[config.mk]
export PLATFORM = sky130hd
export DESIGN_NAME = dmem_arbiter
export DESIGN_NICKNAME = d
export VERILOG_FILES = /design/src/rtl/dmem_arbiter.sv
export SDC_FILE = /design/constraint.sdc
export NUM_CORES = 1
export LEC_CHECK = 0
export CAP_MARGIN = 20
export CORE_AREA = 2 2 121 123
export CTS_BUF_LIST = sky130_fd_sc_hd__clkbuf_8
export DETAILED_ROUTE_END_ITERATION = 7
export DIE_AREA = 0 0 123 125
export PLACE_DENSITY = 0.83
export SETUP_SLACK_MARGIN = 0.4
export SYNTH_ARGS = -nofsm -noshare
export SYNTH_HDL_FRONTEND = slang
export SYNTH_SLANG_ARGS = --single-unit
[constraint.sdc]
create_clock -name clk -period 5.9 [get_ports clk]
set_input_delay 1.77 -clock clk [delete_from_list [all_inputs] [get_ports clk]]
set_output_delay 1.77 -clock clk [all_outputs]
set_load 0.01 [all_outputs]
[src/rtl/dmem_arbiter.sv]
// Shares the data memory between the core load/store port and the debug/loader port.
// Core has priority, bounded by a starvation counter; debug can lock the memory for bursts.
module dmem_arbiter #(
   parameter int unsigned STARVE_LIMIT = 4
) (
   input  logic        clk,
   input  logic        reset,
   input  logic        c_req,
   input  logic        c_we,
   input  logic [31:0] c_addr,
   input  logic [31:0] c_wdata,
   input  logic [2:0]  c_f3,
   output logic        c_gnt,
   output logic        c_stall,
   output logic        c_rvalid,
   output logic [31:0] c_rdata,
   input  logic        d_req,
   input  logic        d_we,
   input  logic [31:0] d_addr,
   input  logic [31:0] d_wdata,
   input  logic [2:0]  d_f3,
   input  logic        d_lock,
   output logic        d_gnt,
   output logic        d_rvalid,
   output logic [31:0] d_rdata,
   output logic [31:0] mem_addr,
   output logic [31:0] mem_wdata,
   output logic [2:0]  mem_f3,
   output logic        mem_wren,
   output logic        mem_rden,
   output logic        mem_cs,
   input  logic [31:0] mem_rdata,
   output logic        busy
);

   localparam int unsigned CNT_W = 4;
   localparam logic [CNT_W-1:0] LIMIT = CNT_W'(STARVE_LIMIT);

   typedef enum logic [1:0] {IDLE, CORE, DBG, LOCKED} state_t;

   state_t           state;
   logic [CNT_W-1:0] starve_cnt;

   // Grant decision: combinational from requests and registered state.
   always_comb begin
      c_gnt = 1'b0;
      d_gnt = 1'b0;
      if (!reset) begin
         if (state == LOCKED) begin
            d_gnt = d_req;
         end else begin
            c_gnt = c_req & ~(d_req & (starve_cnt == LIMIT));
            d_gnt = d_req & ~c_gnt;
         end
      end
   end

   assign c_stall = c_req & ~c_gnt;
   assign busy    = (state == LOCKED);

   // Memory mux: idle values when nobody is granted.
   always_comb begin
      mem_cs    = 1'b1;
      mem_wren  = 1'b0;
      mem_rden  = 1'b0;
      mem_addr  = 32'h0;
      mem_wdata = 32'h0;
      mem_f3    = 3'h0;
      if (c_gnt) begin
         mem_cs    = 1'b0;
         mem_wren  = c_we;
         mem_rden  = ~c_we;
         mem_addr  = c_addr;
         mem_wdata = c_wdata;
         mem_f3    = c_f3;
      end else if (d_gnt) begin
         mem_cs    = 1'b0;
         mem_wren  = d_we;
         mem_rden  = ~d_we;
         mem_addr  = d_addr;
         mem_wdata = d_wdata;
         mem_f3    = d_f3;
      end
   end

   always_ff @(posedge clk) begin
      if (reset) begin
         state      <= IDLE;
         starve_cnt <= '0;
         c_rvalid   <= 1'b0;
         d_rvalid   <= 1'b0;
         c_rdata    <= 32'h0;
         d_rdata    <= 32'h0;
      end else begin
         // Owner of the last accepted beat; LOCKED only releases on an unlocked debug beat.
         if (state == LOCKED) begin
            if (d_gnt && !d_lock) state <= DBG;
         end else if (c_gnt) begin
            state <= CORE;
         end else if (d_gnt) begin
            state <= d_lock ? LOCKED : DBG;
         end else begin
            state <= IDLE;
         end

         if (state != LOCKED) begin
            if (d_gnt || !d_req)
               starve_cnt <= '0;
            else if (c_gnt && starve_cnt != LIMIT)
               starve_cnt <= starve_cnt + CNT_W'(1);
         end

         c_rvalid <= c_gnt & ~c_we;
         d_rvalid <= d_gnt & ~d_we;
         if (c_gnt && !c_we) c_rdata <= mem_rdata;
         if (d_gnt && !d_we) d_rdata <= mem_rdata;
      end
   end

endmodule

==> results.toml <==
[run_status]
run_status = "completed"

[floorplan]
die-area_mm2 = 0.01538
starting_density_pct = 31.91
die_width_um = 123
design.portCount = 313
core-area_mm2 = 0.01420
rows = 44
die_h_um = 125

[grt]
global_route_wire_length_before_repair_um = 29330
initial_antenna_violation_count = 1
overflow = 0
maximum_number_of_pins_on_one_net_before_global_route_repair = 70
global_route.usage.total_pct = 24.52
number_of_global_route_vias_before_repair = 5057

[yosys]
post_synth_num_cell_types = 31
synth.avg_cell_area_um2 = 8.210
ys_seq_elements = 72
synth_cells = 552
syn_nets = 727
post_synth_instance_area_mm2 = 0.004532
yosysSeqAreaShare_pct = 31.81
synthesis.yosys.warnings = 0

[cells_and_area]
antennaDiodeCount = 0
layout-drive-gt1-share_pct = 5.389
final_common_cell = "clkdlybuf4s50_1"
finalNonFillerCells = 1019
syn2layout_area_growth_pct = 76.95
layout.cell_area.non_filler_mm2 = 0.008019
fin_nets = 1005
layout.cells.most_common_list = "clkdlybuf4s50_1, nand2b_1, a21oi_1"

[timing]
setup_total_negative_slack_ps = 0
finalCritPeriodShare_pct = 87.44
fin_worst_skew_ps = 13.55
final-max-slew-violation-count = 0
max_slew_headroom_at_the_worst_pin_pct = 47.85
hold_slack_ps = 471.7
max_freq_mhz = 193.8
final.min_clock_period_ps = 5159
timing_worst_slew_pin_value_ps = 782.2
rsz0062_at_grt = "false"
report.final.hold_viol_count = 0
finalSetupViolations = 0

[place]
detailed_place_hpwl_um = 14270
dpl_cell_area_mm2 = 0.007757
port_buffers = 312
globalplace.congestion = 0.8725
post-place-cells = 1000

[detailed_routing]
wl_met1_um = 8116
drt_drc_violations_left = 0
met3_length_um = 2311
detail_route.wl_per_cell_um = 19.63
top_layer_used = "met5"
number_of_optimization_iterations_in_the_first_detailed_route_pass = 5
wl_met2_um = 9050
viasPerCell = 5.296
dr_total_vias = 5397
detail-route-antenna-nets = 0
detailedRoute.firstIterationViolations = 508
detail_route.wirelength_um = 20010

[clock_tree]
clock_transition_at_the_registers_of_the_reported_paths_ps = 80
clock_tree.root_cell = "clkbuf_8"
htreeDepth = 3
hold_buffers = 0
source_to_sink_clock_delay_at_the_later_pin_of_the_worst_skew_pair_ps = 360
cts.sinks = 72
numCtsBuffers = 9
tritoncts_clock_tree = "done"
clk_path_buf_depth = 2

[power]
design_power_total_mw = 1.304
static_power_due_to_leakage_nw = 2.976
ir_worst_vdd_mv = 0.1553
power-per-cell-area_mw_per_mm2 = 162.6

[setup_path]
critPathKind = "primary input to output port"
worstPathRequired_ps = 4130
setup.worst_path.start_class = "primary input"
crit_fanout = 32
cp.arrival_ps = 3390
cp_endpoint_kind = "output port"

[flow_run]
max_cap_viol_count = 0

[hold_path]
holdCritPathClass = "flop to flop"
[final cells by class]
class                           instances  area (µm²)
Sequential cell                        72        1441
Tap cell                              184       230.2
Clock inverter                          7       46.29
Multi-Input combinational cell        409        2769
Fill cell                            1253        6185
Timing Repair Buffer                  334        3393
Clock buffer                            9       123.9
Inverter                                4       15.01
[synth_stat cells]
cell type / number / area, µm²
inv_1: 4 / 15.01
o21ai_0: 2 / 10.01
buf_2: 21 / 105.1
nand2_1: 7 / 26.28
and2_1: 1 / 6.260
o211ai_1: 68 / 510.5
o31ai_1: 1 / 7.510
o21ai_2: 1 / 8.760
nand3_1: 70 / 350.3
clkbuf_1: 39 / 146.4
nand2b_1: 97 / 606.8
nand4_1: 2 / 12.51
nor3_1: 1 / 5.000
o21bai_1: 1 / 7.510
and3b_1: 1 / 8.760
nor2b_1: 1 / 6.260
nand4b_2: 1 / 15.01
a21oi_1: 74 / 370.4
a21boi_0: 2 / 15.01
mux2i_1: 64 / 640.6
a21bo_1: 1 / 10.01
dfxtp_1: 72 / 1441
a31oi_1: 2 / 12.51
nor2_1: 3 / 11.26
o21a_1: 1 / 7.510
nor3b_2: 1 / 12.51
buf_6: 5 / 56.30
nand3b_1: 2 / 15.01
ha_1: 2 / 25.02
buf_12: 2 / 40.04
nand4b_1: 3 / 26.28
[kinds of logic (layout without fill, tap and decap cells)]
group / after synthesis / after routing / share of synthesized area, %
AO/OA/AOI/OAI: 153 / 153 / 21.18
buffers and inverters: 71 / 354 / 8.006
AND/OR/NAND/NOR: 190 / 190 / 24.32
flip-flops: 72 / 72 / 31.81
multiplexers: 64 / 64 / 14.14
adder cells (fa/ha/maj): 2 / 2 / 0.5521
[registers in the layout (all words and copies together), names as in the netlist]
register	cells
c_rdata	32
c_rvalid	1
d_rdata	32
d_rvalid	1
starve_cnt	4
state	2
[critical path, stage by stage]
cell	delay, ps
dlymetal6s2s_1	180
a21boi_4	290
buf_12	230
nand3_1	110
a21oi_1	150
clkdlybuf4s50_1	620
[where the power goes]
part	internal [mW]	switching [mW]	leakage, nW	total, mW
logic	0.256	0.176	2.30	0.432
registers	0.507	0.0124	0.587	0.520
clock network	0.152	0.200	0.0872	0.353
[layer usage]
| metal | vias to the layer above | GRT usage, % |
|---|---|---|
| met5 | - | 0 |
| met4 | 2 | 7.888 |
| met3 | 36 | 9.215 |
| met2 | 308 | 38.54 |
| met1 | 2508 | 30.89 |
| li1 | 2543 | - |
[stage by stage]
step / setup WS (ps) / util (%)
global route: 585.9 / 56.46
detailed placement: 318.7 / 54.62
CTS: 370.6 / 56.27
global placement: 344.6 / 54.62
finish: 741.2 / 56.46
floorplan: 1361 / -
[final timing paths]
path	from	slack, ps	cells after the start	to
worst min register to register	c_rdata[19]	470	2	c_rdata[19]
worst max register to register	starve_cnt[0]	3660	6	d_rdata[10]
worst max-delay path	c_req	740	6	mem_wdata[11]
worst min-delay path	c_rdata[19]	470	2	c_rdata[19]
[repair_timing]
action / CTS / global route
gates resized for setup: 0 / 4
gates cloned: 2 / 0
setup buffers: 0 / 1
setup endpoints to repair: 11 / 67
No activity file was read; power rests on OpenSTA's default activity.
